<file path="src/rtl/tim_counter_pkg.sv">
// Shared types and default constants for the Morse pulse-duration timer.
package tim_counter_pkg;

  typedef enum logic [1:0] {
    IDLE  = 2'd0,
    MARK  = 2'd1,
    SPACE = 2'd2,
    DONE  = 2'd3
  } state_e;

  localparam int WID_D     = 32;
  localparam int NSLOT_D   = 5;
  localparam int GAP_MAX_D = 30;
  localparam int MIN_GAP_D = 2;
  localparam int SLOT_W    = 3;

endpackage

</file>
<file path="src/rtl/tim_counter_reg_n.sv">
// Generic N-bit storage register with write enable and active-low async clear.
module reg_n #(
  parameter int N = 32
) (
  input  logic         clk_i,
  input  logic         rst_ni,
  input  logic         en_i,
  input  logic [N-1:0] d_i,
  output logic [N-1:0] q_o
);

  always_ff @(posedge clk_i or negedge rst_ni) begin
    if (!rst_ni) begin
      q_o <= '0;
    end else if (en_i) begin
      q_o <= d_i;
    end
  end

endmodule

</file>
<file path="src/rtl/tim_counter.sv">
// Morse pulse-duration timer: times each key-down pulse, records up to NSLOT of them
// and flags end-of-message after a long gap. Optional min-gap check: TIM_COUNTER_MIN_GAP_EN.
module tim_counter
  import tim_counter_pkg::*;
#(
  parameter int WID     = WID_D,
  parameter int NSLOT   = NSLOT_D,
  parameter int GAP_MAX = GAP_MAX_D
`ifdef TIM_COUNTER_MIN_GAP_EN
  , parameter int MIN_GAP = MIN_GAP_D
`endif
) (
  input  logic                  clk,
  input  logic                  reset,
  input  logic                  sig_in,
  output logic [WID-1:0]        ct,
  output logic [NSLOT*WID-1:0]  value,
  output logic [SLOT_W-1:0]     slot_ct,
  output logic                  m_end,
  output logic                  valid
);

  localparam logic [WID-1:0]    GAP_LIM   = WID'(GAP_MAX);
  localparam logic [SLOT_W-1:0] LAST_SLOT = SLOT_W'(NSLOT - 1);
`ifdef TIM_COUNTER_MIN_GAP_EN
  localparam logic [WID-1:0]    MIN_LIM   = WID'(MIN_GAP);
`endif

  state_e              state_q, state_d;
  logic [WID-1:0]      ct_q, ct_d;
  logic [SLOT_W-1:0]   slotCt_q, slotCt_d;
  logic                ovf_q, ovf_d;
  logic                mEnd_q, mEnd_d;
  logic                valid_q, valid_d;
  logic                sigPrev_q;
  logic                errFlag;
  logic                rise, fall;
  logic                capStrobe;
  logic [WID-1:0]      ctInc;
  logic                resetN;

  assign rise   = sig_in & ~sigPrev_q;
  assign fall   = ~sig_in & sigPrev_q;
  // Saturating increment doubles as the capture value, so ct+1 equals the pulse length.
  assign ctInc  = (ct_q == '1) ? ct_q : ct_q + 1'b1;
  assign resetN = ~reset;

`ifdef TIM_COUNTER_MIN_GAP_EN
  logic err_q, err_d;
  assign errFlag = err_q;

  always_ff @(posedge clk or posedge reset) begin
    if (reset) begin
      err_q <= 1'b0;
    end else begin
      err_q <= err_d;
    end
  end
`else
  assign errFlag = 1'b0;
`endif

  always_ff @(posedge clk or posedge reset) begin
    if (reset) begin
      state_q   <= IDLE;
      ct_q      <= '0;
      slotCt_q  <= '0;
      ovf_q     <= 1'b0;
      mEnd_q    <= 1'b0;
      valid_q   <= 1'b0;
      sigPrev_q <= 1'b0;
    end else begin
      state_q   <= state_d;
      ct_q      <= ct_d;
      slotCt_q  <= slotCt_d;
      ovf_q     <= ovf_d;
      mEnd_q    <= mEnd_d;
      valid_q   <= valid_d;
      sigPrev_q <= sig_in;
    end
  end

  always_comb begin
    state_d   = state_q;
    ct_d      = ct_q;
    slotCt_d  = slotCt_q;
    ovf_d     = ovf_q;
    mEnd_d    = mEnd_q;
    valid_d   = valid_q;
    capStrobe = 1'b0;
`ifdef TIM_COUNTER_MIN_GAP_EN
    err_d     = err_q;
`endif
    case (state_q)
      IDLE: begin
        if (rise) begin
          ct_d    = '0;
          state_d = MARK;
        end
      end
      MARK: begin
        if (fall) begin
          capStrobe = 1'b1;
          ct_d      = '0;
          state_d   = SPACE;
        end else begin
          ct_d = ctInc;
        end
      end
      SPACE: begin
        // A new pulse wins over the gap timeout when both land on the same edge.
        if (rise) begin
          if (slotCt_q < LAST_SLOT) begin
            slotCt_d = slotCt_q + 1'b1;
          end else begin
            ovf_d = 1'b1;
          end
`ifdef TIM_COUNTER_MIN_GAP_EN
          if (ct_q < MIN_LIM) begin
            err_d = 1'b1;
          end
`endif
          ct_d    = '0;
          state_d = MARK;
        end else begin
          ct_d = ctInc;
          if (ct_q > GAP_LIM) begin
            state_d = DONE;
            mEnd_d  = 1'b1;
            valid_d = ~ovf_q & ~errFlag;
          end
        end
      end
      DONE: begin
      end
      default: begin
        state_d = IDLE;
      end
    endcase
  end

  // Pulses beyond the last slot are timed but never stored.
  for (genvar i = 0; i < NSLOT; i++) begin : g_slot
    reg_n #(.N(WID)) u_slot (
      .clk_i  (clk),
      .rst_ni (resetN),
      .en_i   (capStrobe && (slotCt_q == SLOT_W'(i)) && !ovf_q),
      .d_i    (ctInc),
      .q_o    (value[WID*i +: WID])
    );
  end

  assign ct      = ct_q;
  assign slot_ct = slotCt_q;
  assign m_end   = mEnd_q;
  assign valid   = valid_q;

endmodule

</file>
<file path="config.mk">
export PLATFORM = sky130hd
export DESIGN_NAME = tim_counter
export DESIGN_NICKNAME = d
export VERILOG_FILES = /design/src/rtl/tim_counter_pkg.sv /design/src/rtl/tim_counter_reg_n.sv /design/src/rtl/tim_counter.sv
export SDC_FILE = /design/constraint.sdc
export NUM_CORES = 1
export LEC_CHECK = 0
export ABC_AREA = 1
export CORE_UTILIZATION = 55
export DETAILED_ROUTE_END_ITERATION = 8
export PLACE_DENSITY = 0.83
export SLEW_MARGIN = 20
export SYNTH_ARGS = -nofsm -noshare
export SYNTH_HDL_FRONTEND = slang
export SYNTH_SLANG_ARGS = --single-unit
export TNS_END_PERCENT = 100
</file>
<file path="constraint.sdc">
create_clock -name clk -period 11.6 [get_ports clk]
set_clock_uncertainty 0.05 [all_clocks]
set_input_delay 2.32 -clock clk [delete_from_list [all_inputs] [get_ports clk]]
set_output_delay 2.32 -clock clk [all_outputs]
set_load 0.005 [all_outputs]
</file>
==> results.py, run 1 <==
metrics = {
    "status": {
        "status": "complete, no violations",
    },
    "setup_path": {
        "worst_setup_path_start_kind": "input port",
        "path_class": "input port to flop",
        "cp.required_ns": 11.88,
        "end_kind": "flop",
        "path_max_fanout": 34,
        "arrival_ns": 5.03,
        "timing.reg2reg.setup_slack_ns": 8.35,
    },
    "floorplan": {
        "dieArea_mm2": 0.0170,
        "rows": 46,
        "die_w_um": 130,
        "io_pins": 200,
        "start_util_pct": 56.7,
        "die_y_um": 130,
        "core_mm2": 0.0160,
    },
    "final_layout": {
        "nNetsFinal": 1349,
        "utilization_pct": 74.8,
        "antenna_cells": 0,
        "fill_cells": 1195,
        "area_growth_pct": 31.9,
        "drive_gt1_share_pct": 4.75,
    },
    "route": {
        "drt_iter0_drc": 830,
        "drc": 0,
        "final_antenna_net_count": 0,
        "vias_per_cell": 5.44,
        "num_vias": 8512,
        "drtPass1Iterations": 5,
        "wl_um": 28100,
        "routedWlPerCell_um": 17.9,
    },
    "synth": {
        "syn-instance-count": 1143,
        "yosysWarningCount": 0,
        "syn_area_mm2": 0.00907,
        "synth_seq_area_share_pct": 55.4,
        "synth_nets": 1158,
        "avgSynthCellArea_um2": 7.94,
        "synth.distinct_cells": 27,
        "synth_top_area_share_pct": 55.4,
        "synth_seq_cells": 201,
        "yosysTopAreaCell": "dfrtp_1",
        "synth_area_leaders": "dfrtp_1 (55%), nand2_1 (25%), nand3_1 (3.7%)",
    },
    "global_routing": {
        "grt_pass1_vias": 7909,
        "grt_pass1_wl_um": 43800,
        "use_met2_pct": 54.3,
        "grt_max_degree": 123,
        "grt_use_met3_pct": 6.96,
        "grt_usage_pct": 33.9,
        "met1_usage_pct": 46.4,
        "antenna_found_initial": 0,
        "overflow": 0,
        "grt-busiest-layer": "met2",
    },
    "power": {
        "p_per_area_mw_per_mm2": 129,
        "peakVddDrop_mv": 0.0906,
        "power_leakage_nw": 6.13,
    },
    "clock_network": {
        "cts.path.max_buffers": 3,
        "cts_setup_buffers": 0,
        "cts_root_buf": "clkbuf_16",
        "tritoncts": "built",
        "post_cts_resize_count": 0,
        "cts.sink_count": 201,
        "clk_pin_slew_ns": 0.06,
        "htree_levels": 1,
        "ctsHoldBuffers": 0,
        "insertion_delay_ns": 0.50,
        "numCtsBuffers": 22,
    },
    "timing": {
        "slew_viol_final": 0,
        "setup_violations": 0,
        "tightest_slew_ns": 1.17,
        "rsz0062_at_grt": "no",
        "finalCritPeriodShare_pct": 41.0,
        "post-route-min-period_ns": 4.75,
        "relSlewSlack_pct": 20.9,
        "fmax_ghz": 0.210,
        "hold_viol_final": 0,
        "fin_tns_setup_ns": 0,
    },
    "place": {
        "dp_hpwl_um": 19200,
        "port_buffers": 199,
        "gp_congestion": 0.918,
    },
    "flow_run": {
        "cap_violations": 0,
    },
    "hold_path": {
        "min_path_type": "flop to flop",
    },
}
[state kept, by name (all words and copies together) (netlist names)]
register,count
valid,1
ovf_q,1
ct,32
g_slot.u_slot.q_o,160
m_end,1
slot_ct,3
sigPrev_q,1
state_q,2
[cell type report]
class / instances / area (um2) / share of cell area (%)
Multi-Input combinational cell: 849 / 3690 / 30.9
Tap cell: 216 / 270 / 2.26
Timing Repair Buffer: 206 / 2040 / 17.1
Sequential cell: 201 / 5030 / 42.0
Clock inverter: 6 / 123 / 1.02
Clock buffer: 32 / 598 / 5.00
Inverter: 54 / 210 / 1.76
[per-stage QoR]
step	total power, W	cells	cell area, um2	setup slack [ns]	hold WS (ns)
floorplan	0.000809	1143	9070	3.75	0.407
global placement	0.000846	1526	11200	6.61	0.399
detailed placement	0.000848	1526	11200	6.45	0.408
CTS	0.00155	1564	12000	6.90	0.424
global route	0.00159	1564	12000	6.67	0.449
finish	0.00154	1564	12000	6.85	0.417
[critical path, cell delays in order]
cell             delay (ns)
clkdlybuf4s50_1        0.54
inv_1                  0.07
nand3_1                0.14
inv_1                  0.13
nand3_1                0.09
buf_4                  0.33
clkinv_1               0.88
nor2_1                 0.40
a31oi_1                0.10
[kinds of logic after synthesis]
family / Yosys count / synth area share, %
adder cells (fa/ha/maj): 12 / 1.65
flip-flops: 201 / 55.4
AND/OR/NAND/NOR: 794 / 35.7
AO/OA/AOI/OAI: 32 / 2.10
buffers and inverters: 93 / 4.05
XOR/XNOR: 11 / 1.06
[synthesized netlist by cell type]
cell type,instances
a211oi_2,1
clkbuf_1,34
nand3b_1,2
nor3_1,3
nor4_2,1
buf_6,2
a21o_1,4
nor2_1,85
o21ai_0,15
inv_1,50
xor2_1,8
nand4_1,6
a21oi_1,2
nand2_1,604
a31oi_1,10
nand2_2,10
xnor2_1,3
and2_1,1
nand3_4,1
dfrtp_1,201
buf_2,3
nor2_8,1
nand3_1,67
clkinv_1,4
nand2_4,10
nor2_2,3
ha_1,12
[layout by cell type (no fill, tap or decap), types with 4 or more instances in the layout]
cell type          n
nand2_1          604
dfrtp_1          201
clkdlybuf4s50_1  199
nor2_1            85
nand3_1           67
inv_1             49
clkbuf_16         22
o21ai_0           12
ha_1              12
nand2_2           10
nand2_4           10
a31oi_1           10
clkbuf_1           9
xor2_1             8
buf_4              7
nand4_1            6
a21o_1             4
clkinv_1           4
[layer usage]
layer / vias to the layer above / wire (um)
met4: 0 / 880
li1: 3901 / -
met3: 67 / 2550
met1: 4068 / 11300
met2: 476 / 13400
met5: - / 0
[power breakdown]
part / total (W) / switching, W / leakage [nW] / internal [W]
clock network: 0.000707 / 0.000280 / 0.348 / 0.000426
registers: 0.000718 / 0.0000109 / 2.78 / 0.000707
logic: 0.000119 / 0.0000897 / 3.00 / 0.0000290
[final timing paths]
path / startpoint / to / cells after the start
max: sig_in / g_slot[3].u_slot.q_o[3] / 9
min: m_end / m_end / 2
max reg2reg: ct[0] / g_slot[1].u_slot.q_o[7] / 9
min reg2reg: m_end / m_end / 2
max in group asynchronous: reset / g_slot[3].u_slot.q_o[25] / 3
min in group asynchronous: reset / slot_ct[2] / 2
Note: power is estimated with default switching activity, not from simulation.
==> run 2: changes to the inputs <==
Settings changed: CORE_UTILIZATION 55 to 51, PLACE_DENSITY 0.83 to 0.78.
Clock period 11.6 ns to 4.8 ns, I/O delays scaled along.
==> run 2 against run 1 <==
Compared with the run above: die area rose by 7.7%; routed wire length fell by 1.5%; clock power rose by 140%; sequential cell count did not move; non-clock buffer count rose by 4; count of clock-buffer cells in the layout did not move; first-iteration DRC count fell by 21%; sequential share of layout area fell by 0.22 points; setup slack got worse by 5.2 ns; critical path depth did not move; register-to-register slack got worse by 6.7 ns; sequential power rose by 140%; critical path type is now flop to flop; largest cell class unchanged.
==> results.py, run 2 (synthesis gave the netlist of run 1 again) <==
metrics = {
    "floorplan": {
        "rows": 48,
        "core_mm2": 0.0174,
        "io_pins": 200,
        "die_w_um": 135,
        "start_util_pct": 52.3,
        "die_y_um": 135,
        "dieArea_mm2": 0.0183,
    },
    "timing": {
        "post-route-min-period_ns": 3.20,
        "finalCritPeriodShare_pct": 66.6,
        "setup_violations": 0,
        "fmax_ghz": 0.313,
        "slew_viol_final": 0,
        "tightest_slew_ns": 1.15,
        "fin_tns_setup_ns": 0,
        "rsz0062_at_grt": "no",
        "hold_viol_final": 0,
        "relSlewSlack_pct": 22.4,
    },
    "global_routing": {
        "overflow": 0,
        "grt_usage_pct": 30.8,
        "grt_pass1_vias": 8004,
        "antenna_found_initial": 0,
        "grt_max_degree": 103,
        "grt_pass1_wl_um": 43600,
    },
    "route": {
        "final_antenna_net_count": 0,
        "drt_iter0_drc": 655,
        "wl_um": 27600,
        "drc": 0,
        "num_vias": 8381,
        "routedWlPerCell_um": 17.5,
        "vias_per_cell": 5.31,
        "drtPass1Iterations": 5,
    },
    "power": {
        "switchingPower_w": 0.000920,
        "power_frac_seq_pct": 46.9,
        "clkPwrFrac_pct": 45.4,
        "power_leakage_nw": 6.16,
        "finalPower_w": 0.00370,
        "share_comb_of_total_power_pct": 7.7,
        "switching_share_pct": 24.9,
        "p_int_w": 0.00278,
        "p_per_area_mw_per_mm2": 308,
        "peakVddDrop_mv": 0.233,
    },
    "setup_path": {
        "cp.required_ns": 5.18,
        "reg2regPathDepth": 9,
        "worst_setup_path_start_kind": "flop",
        "end_kind": "flop",
        "r2r_start": "ct[0]",
        "timing.reg2reg.setup_slack_ns": 1.60,
        "path_max_fanout": 37,
        "arrival_ns": 3.57,
        "r2r-end": "g_slot[3].u_slot.q_o[7]",
        "path_class": "flop to flop",
    },
    "flow_run": {
        "cap_violations": 0,
    },
    "clock_network": {
        "post_cts_resize_count": 0,
        "htree_levels": 1,
        "cts.sink_count": 201,
        "numCtsBuffers": 21,
        "tritoncts": "built",
        "clk_pin_slew_ns": 0.06,
        "cts.path.max_buffers": 3,
        "cts_setup_buffers": 0,
        "ctsHoldBuffers": 0,
        "cts_root_buf": "clkbuf_16",
        "insertion_delay_ns": 0.50,
    },
    "final_layout": {
        "antenna_cells": 0,
        "area_growth_pct": 32.6,
        "fin_area_mm2": 0.0120,
        "utilization_pct": 69.3,
        "largest_reg_flops": 160,
        "drive_gt1_share_pct": 5.55,
        "nNetsFinal": 1352,
        "layout_common_cells": "nand2_1 (604), dfrtp_1 (201), clkdlybuf4s50_1 (199), nor2_1 (85), nand3_1 (67)",
        "top_register": "g_slot.u_slot.q_o",
        "final_common_cell": "nand2_1",
        "final_cells": 1577,
    },
    "place": {
        "placed_area_mm2": 0.0113,
        "place_inst": 1539,
        "gp_congestion": 0.945,
        "dp_hpwl_um": 18700,
        "port_buffers": 199,
    },
    "hold_path": {
        "min_path_type": "flop to flop",
        "min_from": "m_end",
        "hold-path-endpoint": "m_end",
        "holdPathStages": 2,
    },
    "status": {
        "status": "complete, no violations",
    },
}
run 2: how the worst max path moves through the flow:
stage	start	to	slack (ns)	depth (start not counted)
after floorplan	reset	ct[0]	1.19	1
after global placement	sig_in	ct[7]	1.59	7
after detailed placement	sig_in	g_slot[3].u_slot.q_o[20]	1.49	8
after CTS	ct[0]	g_slot[1].u_slot.q_o[6]	1.64	9
after global routing	ct[0]	ct[8]	1.44	9
final	ct[0]	g_slot[3].u_slot.q_o[7]	1.60	9
run 2: power by group through the flow:
stage	logic [W]	registers, W	clock network, W
CTS	0.000288	0.00173	0.00170
finish	0.000285	0.00173	0.00168
global route	0.000316	0.00174	0.00176
floorplan	0.000197	0.00176	0
global placement	0.000281	0.00176	0
detailed placement	0.000286	0.00177	0
run 2: cell type report:
| cell class | count | area, um2 |
|---|---|---|
| inverter | 54 | 206 |
| sequential | 201 | 5030 |
| fill | 1411 | 5330 |
| multi-input combinational | 849 | 3690 |
| clock inverter | 6 | 65.1 |
| timing repair buffer | 210 | 2100 |
| clock buffer | 32 | 657 |
| tap | 225 | 282 |
run 2: per-layer routing:
layer  wire (um)  part of all wire, %  vias to the layer above  track usage [%]
met2       13000                   47                      393             50.4
met4         761                  2.8                        0             9.99
li1            -                    -                     3905                -
met1       11400                   41                     4030             40.7
met5           0                    0                        -                0
met3        2440                  8.8                       53             6.88
run 2: through the flow:
stage,worst slack (ns),hold slack (ns)
finish,1.60,0.422
global route,1.44,0.444
CTS,1.64,0.427
detailed placement,1.49,0.412
global placement,1.59,0.397
floorplan,1.19,0.407
run 2: worst max-delay path, cell delays in order, from the launching register on:
cell and delay [ns]:
dfrtp_1 0.56, ha_1 0.31, inv_1 0.10, nor2_2 0.20, nand2_2 0.15, nor2_8 0.18, nand3_4 0.55, o21ai_1 0.75
nand2_1 0.15, nand2_1 0.11
==> run 3: changes to the inputs <==
Settings changed: CORE_UTILIZATION 51 to 46, PLACE_DENSITY 0.78 to 0.74.
Clock period 4.8 ns to 2.75 ns, I/O delays scaled along.
==> run 3 against run 2 <==
Compared with the run above: sequential share of layout area decreased by 0.89 points; worst hold slack got worse by 0.096 ns; register-to-register slack got worse by 1.2 ns; final area increased by 2.2%; global-route usage decreased by 2.0 points; die area increased by 11%; combinational power increased by 100%; power increased by 83%; maximum frequency increased by 35%; setup slack got worse by 1.2 ns; non-clock buffer count increased by 17; critical endpoint is now g_slot[1].u_slot.q_o[7]; largest power group is now clock; highest routed layer unchanged.
==> results.py, run 3 (synthesis gave the netlist of run 1 again) <==
metrics = {
    "timing": {
        "hold_viol_final": 0,
        "post-route-min-period_ns": 2.36,
        "rsz0062_at_grt": "no",
        "fmax_ghz": 0.424,
        "setup_ws_ns": 0.390,
        "setup_violations": 0,
        "relSlewSlack_pct": 26.0,
        "tightest_slew_ns": 1.10,
        "finalCritPeriodShare_pct": 85.8,
        "worst_hold_slack_ns": 0.326,
        "slew_viol_final": 0,
    },
    "setup_path": {
        "cp_slowest_cell": "o21ai_0",
        "r2r_start": "ct[0]",
        "end_kind": "flop",
        "worst_setup_path_start_kind": "flop",
        "r2r-end": "g_slot[1].u_slot.q_o[7]",
        "timing.critical_path.buf_inv": 2,
        "path_class": "flop to flop",
        "reg2regPathDepth": 9,
        "cp_common_cell": "nand2_1",
        "cp_top_family": "compound AO/OA/AOI/OAI gates",
        "cp.required_ns": 3.14,
        "timing.reg2reg.setup_slack_ns": 0.39,
        "crit_chain": "buf_4, nand2_1, nor2_1, nand2_1, inv_1, nor2_1, o21ai_0, nand2_1, nand2_1",
        "arrival_ns": 2.75,
        "path_max_fanout": 7,
        "cpPeakStageDelay_ns": 0.85,
    },
    "final_layout": {
        "layout_common_cells": "nand2_1 (604), dfrtp_1 (201), clkdlybuf4s50_1 (199), nor2_1 (85), nand3_1 (67)",
        "final_common_cell": "nand2_1",
        "area_growth_pct": 35.5,
        "top_register": "g_slot.u_slot.q_o",
        "drive_gt1_share_pct": 6.58,
        "largest_reg_flops": 160,
        "nNetsFinal": 1369,
        "antenna_cells": 0,
        "fill_cells": 1690,
        "multiInputGateArea_mm2": 0.00369,
        "seq_area_mm2": 0.00503,
        "fin_area_mm2": 0.0123,
        "final_cells": 1633,
    },
    "floorplan": {
        "die_y_um": 142,
        "rows": 51,
        "core_mm2": 0.0194,
        "start_util_pct": 46.8,
        "dieArea_mm2": 0.0203,
        "die_w_um": 142,
        "io_pins": 200,
    },
    "global_routing": {
        "grt_max_degree": 73,
        "grt_usage_pct": 28.8,
        "grt_pass1_wl_um": 44800,
        "antenna_found_initial": 0,
        "grt_pass1_vias": 7901,
        "overflow": 0,
    },
    "place": {
        "placed_area_mm2": 0.0115,
        "place_inst": 1596,
        "gp_congestion": 0.933,
        "dp_worst_setup_slack_ns": 0.336,
        "port_buffers": 199,
        "dp_hpwl_um": 20200,
    },
    "clock_network": {
        "cts.path.max_buffers": 3,
        "tritoncts": "built",
        "insertion_delay_ns": 0.50,
        "clk_pin_slew_ns": 0.06,
        "ctsHoldBuffers": 0,
        "htree_levels": 1,
        "cts_setup_buffers": 0,
        "numCtsBuffers": 21,
        "cts.sink_count": 201,
        "post_cts_resize_count": 0,
        "cts_root_buf": "clkbuf_16",
    },
    "status": {
        "status": "complete, no violations",
    },
    "route": {
        "num_vias": 8397,
        "final_antenna_net_count": 0,
        "vias_per_cell": 5.14,
        "drtPass1Iterations": 5,
        "routedWlPerCell_um": 17.5,
        "wl_um": 28500,
        "drc": 0,
        "drt_iter0_drc": 533,
    },
    "power": {
        "finalPower_w": 0.00676,
        "power_leakage_nw": 6.28,
        "p_per_area_mw_per_mm2": 550,
        "peakVddDrop_mv": 0.407,
    },
    "flow_run": {
        "cap_violations": 0,
    },
    "hold_path": {
        "min_path_type": "input port to async pin",
    },
}
## run 3: cell types whose count changed in the layout (fill, tap and decap cells not counted), sizes merged
cell,change
buf,+17
bufinv,+4
clkinvlp,-1
clkbuf,-4
## run 3: power by group
part           switching [W]  internal [W]  total (W)
logic               0.000419      0.000163   0.000582
registers          0.0000224       0.00298    0.00300
clock network        0.00119       0.00198    0.00317
total                0.00163       0.00513    0.00676
## run 3: how the worst max path moves through the flow
stage	cells past startpoint	startpoint	slack, ns	end
floorplan	1	reset	-0.45	ct[0]
global placement	10	ct[0]	0.43	g_slot[3].u_slot.q_o[22]
detailed placement	9	sig_in	0.34	g_slot[3].u_slot.q_o[4]
CTS	9	ct[0]	0.41	g_slot[1].u_slot.q_o[7]
global route	9	ct[0]	0.19	ct[7]
finish	9	ct[0]	0.39	g_slot[1].u_slot.q_o[7]
## run 3: stage by stage
stage          util, %  TNS (ns)
2_1_floorplan        -    -90.92
3_3_place_gp      59.4         0
3_5_place_dp      59.4         0
4_1_cts           63.4         0
5_1_grt           63.4         0
6_report          63.4         0
## run 3: area by class of cell
class                      instances  area share, %
sequential                       201           40.9
multi-input combinational        849           30.0
timing repair buffer             227           18.4
clock buffer                      28           4.81
tap                              265           2.70
inverter                          54           1.68
clock inverter                     9           1.45
## run 3: layer usage
layer	up-vias	track usage, %	share of wire [%]
li1	3948	-	-
met1	4056	39.8	43
met2	342	45.9	46
met3	51	5.99	8.2
met4	0	7.58	2.5
met5	-	0	0
==> variant: new RTL, config.mk and constraints of run 2 <==
Encoding of `state_e`: now one-hot (4 bits for 4 states).
--- a/src/rtl/tim_counter_pkg.sv
+++ b/src/rtl/tim_counter_pkg.sv
@@ -2,9 +2,9 @@
 package tim_counter_pkg;
 
-  typedef enum logic [1:0] {
-    IDLE  = 2'd0,
-    MARK  = 2'd1,
-    SPACE = 2'd2,
-    DONE  = 2'd3
+  typedef enum logic [3:0] {
+    IDLE  = 4'b0001,
+    MARK  = 4'b0010,
+    SPACE = 4'b0100,
+    DONE  = 4'b1000
   } state_e;
 
Formal check against the unedited RTL: no difference found for any inputs over 10 cycles, from zero or initial values and one cycle with reset high; not proved beyond that.
==> variant against run 2 <==
Synthesized cell count up 1.1%. Design area up 0.20%. Global-route usage down 0.60 points. Wire length down 1.7%. Setup slack better by 0.22 ns. Sequential cell count up 2. Register-to-register slack better by 0.28 ns. First-iteration DRC count down 9.0%. Synthesized area up 0.97%. Non-clock buffer count up 4. Utilization down 0.10 points. Hold slack worse by 0.0012 ns. Critical endpoint is now g_slot[0].u_slot.q_o[22]. Largest cell class unchanged.
Power is not compared: it rests on default switching activity, and its combinational part moved more than twofold at a synthesized area within 25%.
==> variant: results (changes against run 2) <==
Drt
  • 1st-iter DRT viols: 596 (was 655)
  • DRT Pass-1 Iters: 5 (unchanged)
  • Detailed Route WL: 27200 um (was 27600 um)
  • Vias/cell: 5.24 (was 5.31)

Worst setup path
  • CP Max Fanout: 32 (was 37)
  • Critical-path top delay cell: nor3_4 (was o21ai_1)
  • CP arrival: 3.31 ns (was 3.57 ns)
  • Family with the most delay on the worst path: buffers and inverters (was simple AND/OR/NAND/NOR gates)
  • Max stage delay on crit path: 0.42 ns (was 0.75 ns)

Yosys
  • Avg Inst Size Synth: 7.92 sq um (was 7.94 sq um)
  • Post-Syn Nets: 1166 (was 1158)
  • Synth async-reset ratio: 1.00 (unchanged)
  • Synth area leaders: dfrtp_1, nand2_1, nand3_1 (unchanged)
  • Netlist cell types: 31 (was 27)
  • Sequential area share after synthesis: 0.555 (was 0.554)
  • Top cells by count, synth: nand2_1, dfrtp_1, nor2_1 (unchanged)

Placed design
  • Placed cell area: 0.0114 sq mm (was 0.0113 sq mm)
  • Final GP Congestion: 0.934 (was 0.945)
  • DP HPWL: 19000 um (was 18700 um)
  • Post-place setup slack: 1.37 ns (was 1.49 ns)

Clocking
  • Post-CTS Resized: 0 (unchanged)
  • H-tree lvl count: 1 (unchanged)
  • Root Buffer: clkbuf_16 (unchanged)
  • Worst skew pair latency: 0.49 ns
  • CTS clk-pin slew, worst paths: 0.06 ns (about the same)
  • Setup bufs post-CTS: 0 (unchanged)

Layout
  • Fin nets: 1366 (was 1352)
  • Biggest register: g_slot.u_slot.q_o (unchanged)
  • Share of post-route cells with drive strength above 1: 0.0620 (was 0.0555)
  • Post-route insts no fill: 1595 (was 1577)
  • Max reg flops: 160 (unchanged)

Global route
  • Vias in the first global route: 8034 (was 8004)
  • First-pass GRT wire length: 43000 um (was 43600 um)
  • Antenna violations before repair: 0 (unchanged)
  • Largest net degree at the start of global routing: 56 (was 103)
  • GRT Util Overall: 0.302 (was 0.308)

Pwr
  • Combinational power share: 0.012
  • Max VDD drop: 0.226 mV
  • Lkg Pwr: 6.28 nW
  • Design Power: approximately 3.3 mW

Status
  • Status: finished clean (unchanged)

Timing
  • Rel. slew slack: 0.298 (was 0.224)
==> variant: cell types whose count changed in the layout (fill, tap and decap cells not counted), sizes merged, moves of 3 or more <==
cell and delta:
a31oi -10, buf +4, ha -5, inv +3
nand2 +35, nor2 -9, nor3 +3
==> variant: area by class of cell <==
class / instances / area [sq um]
sequential: 203 / 5080
clock inverter: 6 / 62.6
multi-input combinational: 862 / 3690
timing repair buffer: 214 / 2120
tap: 225 / 282
clock buffer: 31 / 613
inverter: 54 / 206
fill: 1400 / 5360
==> variant: layer usage <==
metal	vias to the layer above	track usage	share of wire
li1	3946	-	-
met4	0	0.101	0.034
met2	380	0.496	0.47
met1	3962	0.400	0.41
met5	-	0	0
met3	64	0.0611	0.089
==> variant: logic make-up (layout without fill, tap and decap cells) <==
family | Yosys count | after routing | share of synthesized area
XOR/XNOR | 12 | 12 | 0.0115
flip-flops | 203 | 203 | 0.555
AND/OR/NAND/NOR | 821 | 821 | 0.368
adder cells (fa/ha/maj) | 7 | 7 | 0.00956
buffers and inverters | 91 | 305 | 0.0426
AO/OA/AOI/OAI | 22 | 22 | 0.0139
==> variant: final timing paths <==
kind                                         start                       end  slack, ns  cells past startpoint
max                                         sig_in  g_slot[0].u_slot.q_o[22]       1.82                     10
max reg2reg                                  ct[0]                     ct[5]       1.88                      9
max in group asynchronous                    reset                state_q[0]       3.01                      3
min                        g_slot[4].u_slot.q_o[2]   g_slot[4].u_slot.q_o[2]       0.42                      2
min reg2reg                g_slot[4].u_slot.q_o[2]   g_slot[4].u_slot.q_o[2]       0.42                      2
min in group asynchronous                    reset   g_slot[2].u_slot.q_o[6]       0.85                      2
